`src/rtl/scan_ctrl_pkg.sv`:
```
// Shared definitions for the scan-chain controller: FSM encoding and byte width.
package scan_ctrl_pkg;

    localparam int BYTE_W = 8;

    typedef enum logic [1:0] {
        ST_IDLE     = 2'd0,
        ST_WAIT_IN  = 2'd1,
        ST_SHIFT    = 2'd2,
        ST_WAIT_OUT = 2'd3
    } state_t;

endpackage

```
`src/rtl/scan_byte_shifter.sv`:
```
// One-byte scan datapath: loads a byte, shifts it LSB-first into the chain while
// capturing scan_out into the vacated MSB, then holds the captured byte.
module scan_byte_shifter
    import scan_ctrl_pkg::*;
(
    input  logic              clk,
    input  logic              rst,
    input  logic              i_load,
    input  logic [BYTE_W-1:0] i_data,
    input  logic              i_shift,
    input  logic              i_scan_out,
    output logic              o_scan_in,
    output logic [BYTE_W-1:0] o_data
);

    logic [BYTE_W-1:0] r_sh;

    // After BYTE_W shifts every outgoing bit has been replaced by a captured one,
    // captured bit k landing at position k.
    always_ff @(posedge clk) begin
        if (rst) begin
            r_sh <= '0;
        end else if (i_load) begin
            r_sh <= i_data;
        end else if (i_shift) begin
            r_sh <= {i_scan_out, r_sh[BYTE_W-1:1]};
        end
    end

    assign o_scan_in = i_shift & r_sh[0];
    assign o_data    = r_sh;

endmodule

```
`src/rtl/scan_chain_controller.sv`:
```
// Byte-streaming scan-chain controller: each frame exchanges CHAIN_BITS/8 bytes,
// one byte shifted in and one captured per 8-cycle SHIFT burst.
module scan_chain_controller
    import scan_ctrl_pkg::*;
#(
    parameter int CHAIN_BITS = 144
) (
    input  logic              clk,
    input  logic              rst,
    input  logic              start_i,
    input  logic [BYTE_W-1:0] in_data_i,
    input  logic              in_valid_i,
    output logic              in_ready_o,
    output logic [BYTE_W-1:0] out_data_o,
    output logic              out_valid_o,
    input  logic              out_ready_i,
    output logic              busy_o,
    output logic              done_o,
    output logic              core_hold_o,
    output logic              scan_enable_o,
    output logic              scan_in_o,
    input  logic              scan_out_i
);

    localparam int NBYTES = CHAIN_BITS / BYTE_W;
    localparam int CNT_W  = $clog2(NBYTES + 1);
    localparam logic [CNT_W-1:0] LAST_BYTE = CNT_W'(NBYTES - 1);

    state_t           r_state;
    state_t           w_next;
    logic [2:0]       r_bit;
    logic [CNT_W-1:0] r_byte;
    logic             r_done;
    logic             w_load;
    logic             w_out_hs;
    logic             w_last_byte;

    assign w_load      = in_ready_o & in_valid_i;
    assign w_out_hs    = out_valid_o & out_ready_i;
    assign w_last_byte = (r_byte == LAST_BYTE);

    always_ff @(posedge clk) begin
        if (rst) begin
            r_state <= ST_IDLE;
            r_bit   <= '0;
            r_byte  <= '0;
            r_done  <= 1'b0;
        end else begin
            r_state <= w_next;
            r_done  <= w_out_hs & w_last_byte;
            if (r_state == ST_SHIFT) begin
                r_bit <= r_bit + 3'd1;
            end
            // The last handshake returns to IDLE, so the count restarts there.
            if (w_out_hs) begin
                r_byte <= w_last_byte ? '0 : r_byte + CNT_W'(1);
            end
        end
    end

    always_comb begin
        w_next        = r_state;
        in_ready_o    = 1'b0;
        scan_enable_o = 1'b0;
        out_valid_o   = 1'b0;
        busy_o        = 1'b1;
        case (r_state)
            ST_IDLE: begin
                busy_o = 1'b0;
                if (start_i) w_next = ST_WAIT_IN;
            end
            ST_WAIT_IN: begin
                in_ready_o = 1'b1;
                if (in_valid_i) w_next = ST_SHIFT;
            end
            ST_SHIFT: begin
                scan_enable_o = 1'b1;
                if (r_bit == 3'd7) w_next = ST_WAIT_OUT;
            end
            ST_WAIT_OUT: begin
                out_valid_o = 1'b1;
                if (out_ready_i) w_next = w_last_byte ? ST_IDLE : ST_WAIT_IN;
            end
            default: begin
                busy_o = 1'b0;
                w_next = ST_IDLE;
            end
        endcase
    end

    assign done_o      = r_done;
    assign core_hold_o = busy_o;

    scan_byte_shifter u_shifter (
        .clk        (clk),
        .rst        (rst),
        .i_load     (w_load),
        .i_data     (in_data_i),
        .i_shift    (scan_enable_o),
        .i_scan_out (scan_out_i),
        .o_scan_in  (scan_in_o),
        .o_data     (out_data_o)
    );

endmodule

```
`config.mk`:
```
export PLATFORM = sky130hd
export DESIGN_NAME = scan_chain_controller
export DESIGN_NICKNAME = d
export VERILOG_FILES = /design/src/rtl/scan_ctrl_pkg.sv /design/src/rtl/scan_byte_shifter.sv /design/src/rtl/scan_chain_controller.sv
export SDC_FILE = /design/constraint.sdc
export NUM_CORES = 1
export LEC_CHECK = 0
export ABC_AREA = 0
export CAP_MARGIN = 0
export CORE_MARGIN = 1.5
export CORE_UTILIZATION = 45
export CTS_CLUSTER_DIAMETER = 150
export CTS_CLUSTER_SIZE = 30
export DETAILED_ROUTE_END_ITERATION = 6
export GPL_ROUTABILITY_DRIVEN = 0
export PLACE_DENSITY = 0.77
export SLEW_MARGIN = 20
export SYNTH_ARGS = -nofsm -noshare
export SYNTH_HDL_FRONTEND = slang
export SYNTH_SLANG_ARGS = --single-unit
```
`constraint.sdc`:
```
create_clock -name clk -period 1.65 [get_ports clk]
set_clock_uncertainty 0.15 [all_clocks]
set_input_delay 0.165 -clock clk [delete_from_list [all_inputs] [get_ports clk]]
set_output_delay 0.165 -clock clk [all_outputs]
set_load 0.005 [all_outputs]
```
==> results.yml <==
outcome:
  status: "finished, final reports clean"
detailed_routing:
  drtIter0Drc: 5
  dr_total_vias: 806
  drt_pass1_iterations: 4
  viasPerCell: 5.04
  wl_per_cell_um: 12.3
  ant_nets: 0
  drc: 0
  routed_wl_um: 1960
timing:
  relSlewSlack_pct: 85.5
  post-route-min-period_ps: 1570
  hold_slack_ps: 294
  finalHoldViolCount: 0
  worst_pin_slew_ps: 218
  fmax_ghz: 0.636
  finalSetupViolCount: 0
  post-route-period-util_pct: 95.3
  worst_slack_ps: 78.1
  drv_slew: 0
  grt_setup_unrepaired: "false"
synth:
  synth_cell_types: 25
  yosysWarningCount: 0
  synth_nets: 122
  syn-cell-area_um2: 961
  syn_inst: 99
  avgSynthCellArea_um2: 9.71
  ys_ff_latch: 19
  seq_area_frac_synth_pct: 39.6
global_route:
  grt_pass1_vias: 835
  grt_pass1_wl_um: 3540
  grt_max_degree: 17
  grt_remaining_overflow: 0
  grt_antenna_before_repair: 0
  grt_usage_pct: 19.0
power_and_ir_drop:
  p_total_w: 0.00169
  power.leakage_nw: 0.560
  ir_drop_mv: 0.853
  power_density_nw_per_um2: 1240
place:
  post-dp-hpwl_um: 1440
  dp_slack_ps: 12.7
  port_buffers: 28
  placed_area_um2: 1280
final_layout:
  antenna_cells: 0
  drive_gt1_share_pct: 18.0
  regArea_um2: 388
  nFillCells: 151
  multi_input_area_um2: 554
  nets: 157
  syn_to_final_growth_pct: 42.1
  stdcell_area_um2: 1370
worst_setup_path:
  cp_slowest_cell: "dfxtp_4"
  startpoint_type: "register"
  r2r_setup_slack_ps: 100
  crit_chain: "buf_4, ha_1, dlygate4sd2_1"
  max_stage_delay_ps: 370
  cp_num_buf_inv: 2
  crit_required_ps: 1330
  cp_data_arrival_time_ps: 1260
  cp-end-kind: "output port"
  worstSetupPathType: "register to output port"
  critPathTopFamily: "buffers and inverters"
  crit_fanout: 3
clocking:
  path_clk_slew_ps: 110
  cts_root_buffer: "clkbuf_4"
  cts_tree: "done"
  clockBufferDepth: 2
  cts_hold_buf: 0
  htree_levels: 1
  cts_sinks: 19
  insertion_delay_ps: 300
  cts_buffers: 3
floorplanning:
  ios: 29
  die_x_um: 49.2
  coreArea_um2: 1980
  fp.dieH_um: 49.2
  die-area_um2: 2420
  start_util_pct: 48.5
  row_count: 16
flow_run:
  cap_violations: 0
worst_hold_path:
  hold_class: "primary input to register"
## sequential cells by signal, summed over array words and instances, names as in the netlist
| register | flops |
|---|---|
| u_shifter.o_data | 8 |
| r_bit | 3 |
| r_byte | 5 |
| done_o | 1 |
| r_state | 2 |
## worst min-delay path, cell delays in order
cell	delay, ps
clkdlybuf4s50_1	390
nor2_1	100
a211oi_1	50
## stage by stage
stage	util [%]	std cells	TNS, ps
floorplan	-	99	0
global placement	64.7	153	0
detailed placement	64.7	153	0
CTS	68.9	160	-41.3
global route	68.9	160	0
finish	68.9	160	0
## report_power, final
part	internal (W)	switching [W]
Clock	0.0000903	0.000145
Sequential	0.000561	0.0000835
Combinational	0.000467	0.000347
Total	0.00112	0.000575
## path summary, 6_finish.rpt
| path | from | endpoint | cells after the start |
|---|---|---|---|
| hold / removal | in_data_i[0] | u_shifter.o_data[0] | 3 |
| setup reg to reg | r_state[1] | r_state[0] | 6 |
| hold reg to reg | r_bit[2] | r_bit[2] | 2 |
| setup / recovery | r_state[1] | out_valid_o | 3 |
## cell usage in the layout, fill, tap and decap left out, types with 2 or more instances in the layout
master / netlist / final
a211oi_1: 8 / 8
clkbuf_4: 0 / 3
inv_4: 0 / 2
clkdlybuf4s50_1: 0 / 22
nand2_1: 2 / 2
nand4_1: 2 / 2
buf_4: 2 / 6
ha_1: 9 / 6
nor2_1: 19 / 19
inv_1: 5 / 3
dlygate4sd2_1: 0 / 4
dfxtp_1: 19 / 17
nand2b_1: 3 / 3
xnor2_1: 2 / 2
ha_4: 0 / 2
xor2_1: 3 / 3
mux2i_1: 11 / 11
dfxtp_4: 0 / 2
a21oi_1: 2 / 2
## cell usage after synthesis
library cell / n / share of area (%)
mux2i_1: 11 / 11
xor2_1: 3 / 2.7
nor2_1: 19 / 7.4
nand2b_2: 1 / 0.91
or2_1: 1 / 0.65
clkbuf_1: 1 / 0.39
dfxtp_1: 19 / 40
a211oi_1: 8 / 6.3
ha_1: 9 / 12
nand2_1: 2 / 0.78
nand2_2: 1 / 0.65
inv_1: 5 / 2.0
and2_1: 1 / 0.65
a21oi_1: 2 / 1.0
o21ai_0: 1 / 0.52
a211oi_2: 1 / 1.3
buf_4: 2 / 1.6
nand2b_1: 3 / 2.0
o2111ai_2: 1 / 1.6
and2_2: 1 / 0.78
and4bb_1: 1 / 1.3
buf_6: 1 / 1.2
nand4_1: 2 / 1.3
xnor2_1: 2 / 1.8
buf_2: 1 / 0.52
## area by class of cell
| class | count | area share [%] |
|---|---|---|
| Sequential cell | 19 | 28.4 |
| Timing Repair Buffer | 35 | 24.7 |
| Clock inverter | 1 | 0.367 |
| Tap cell | 27 | 2.47 |
| Clock buffer | 3 | 1.65 |
| Multi-Input combinational cell | 70 | 40.6 |
| Inverter | 5 | 1.74 |
## cell families after synthesis
| family | count (synthesis) | share of synthesized area, % |
|---|---|---|
| AND/OR/NAND/NOR | 32 | 16.4 |
| flip-flops | 19 | 39.6 |
| AO/OA/AOI/OAI | 13 | 10.7 |
| multiplexers | 11 | 11.5 |
| buffers and inverters | 10 | 5.60 |
| adder cells (fa/ha/maj) | 9 | 11.7 |
| XOR/XNOR | 5 | 4.56 |
## repair_timing
item / in CTS / in global routing
pin swaps: 1 / 0
buffers inserted: 3 / 0
setup endpoints to repair: 6 / 4
resized for setup: 18 / 3
## metal layers
layer	wire length, um	track usage, %
met2	990	31.1
met4	30	10.0
met3	86	3.68
met5	0	0
met1	855	23.4
Note: power is estimated with default switching activity, not from simulation.
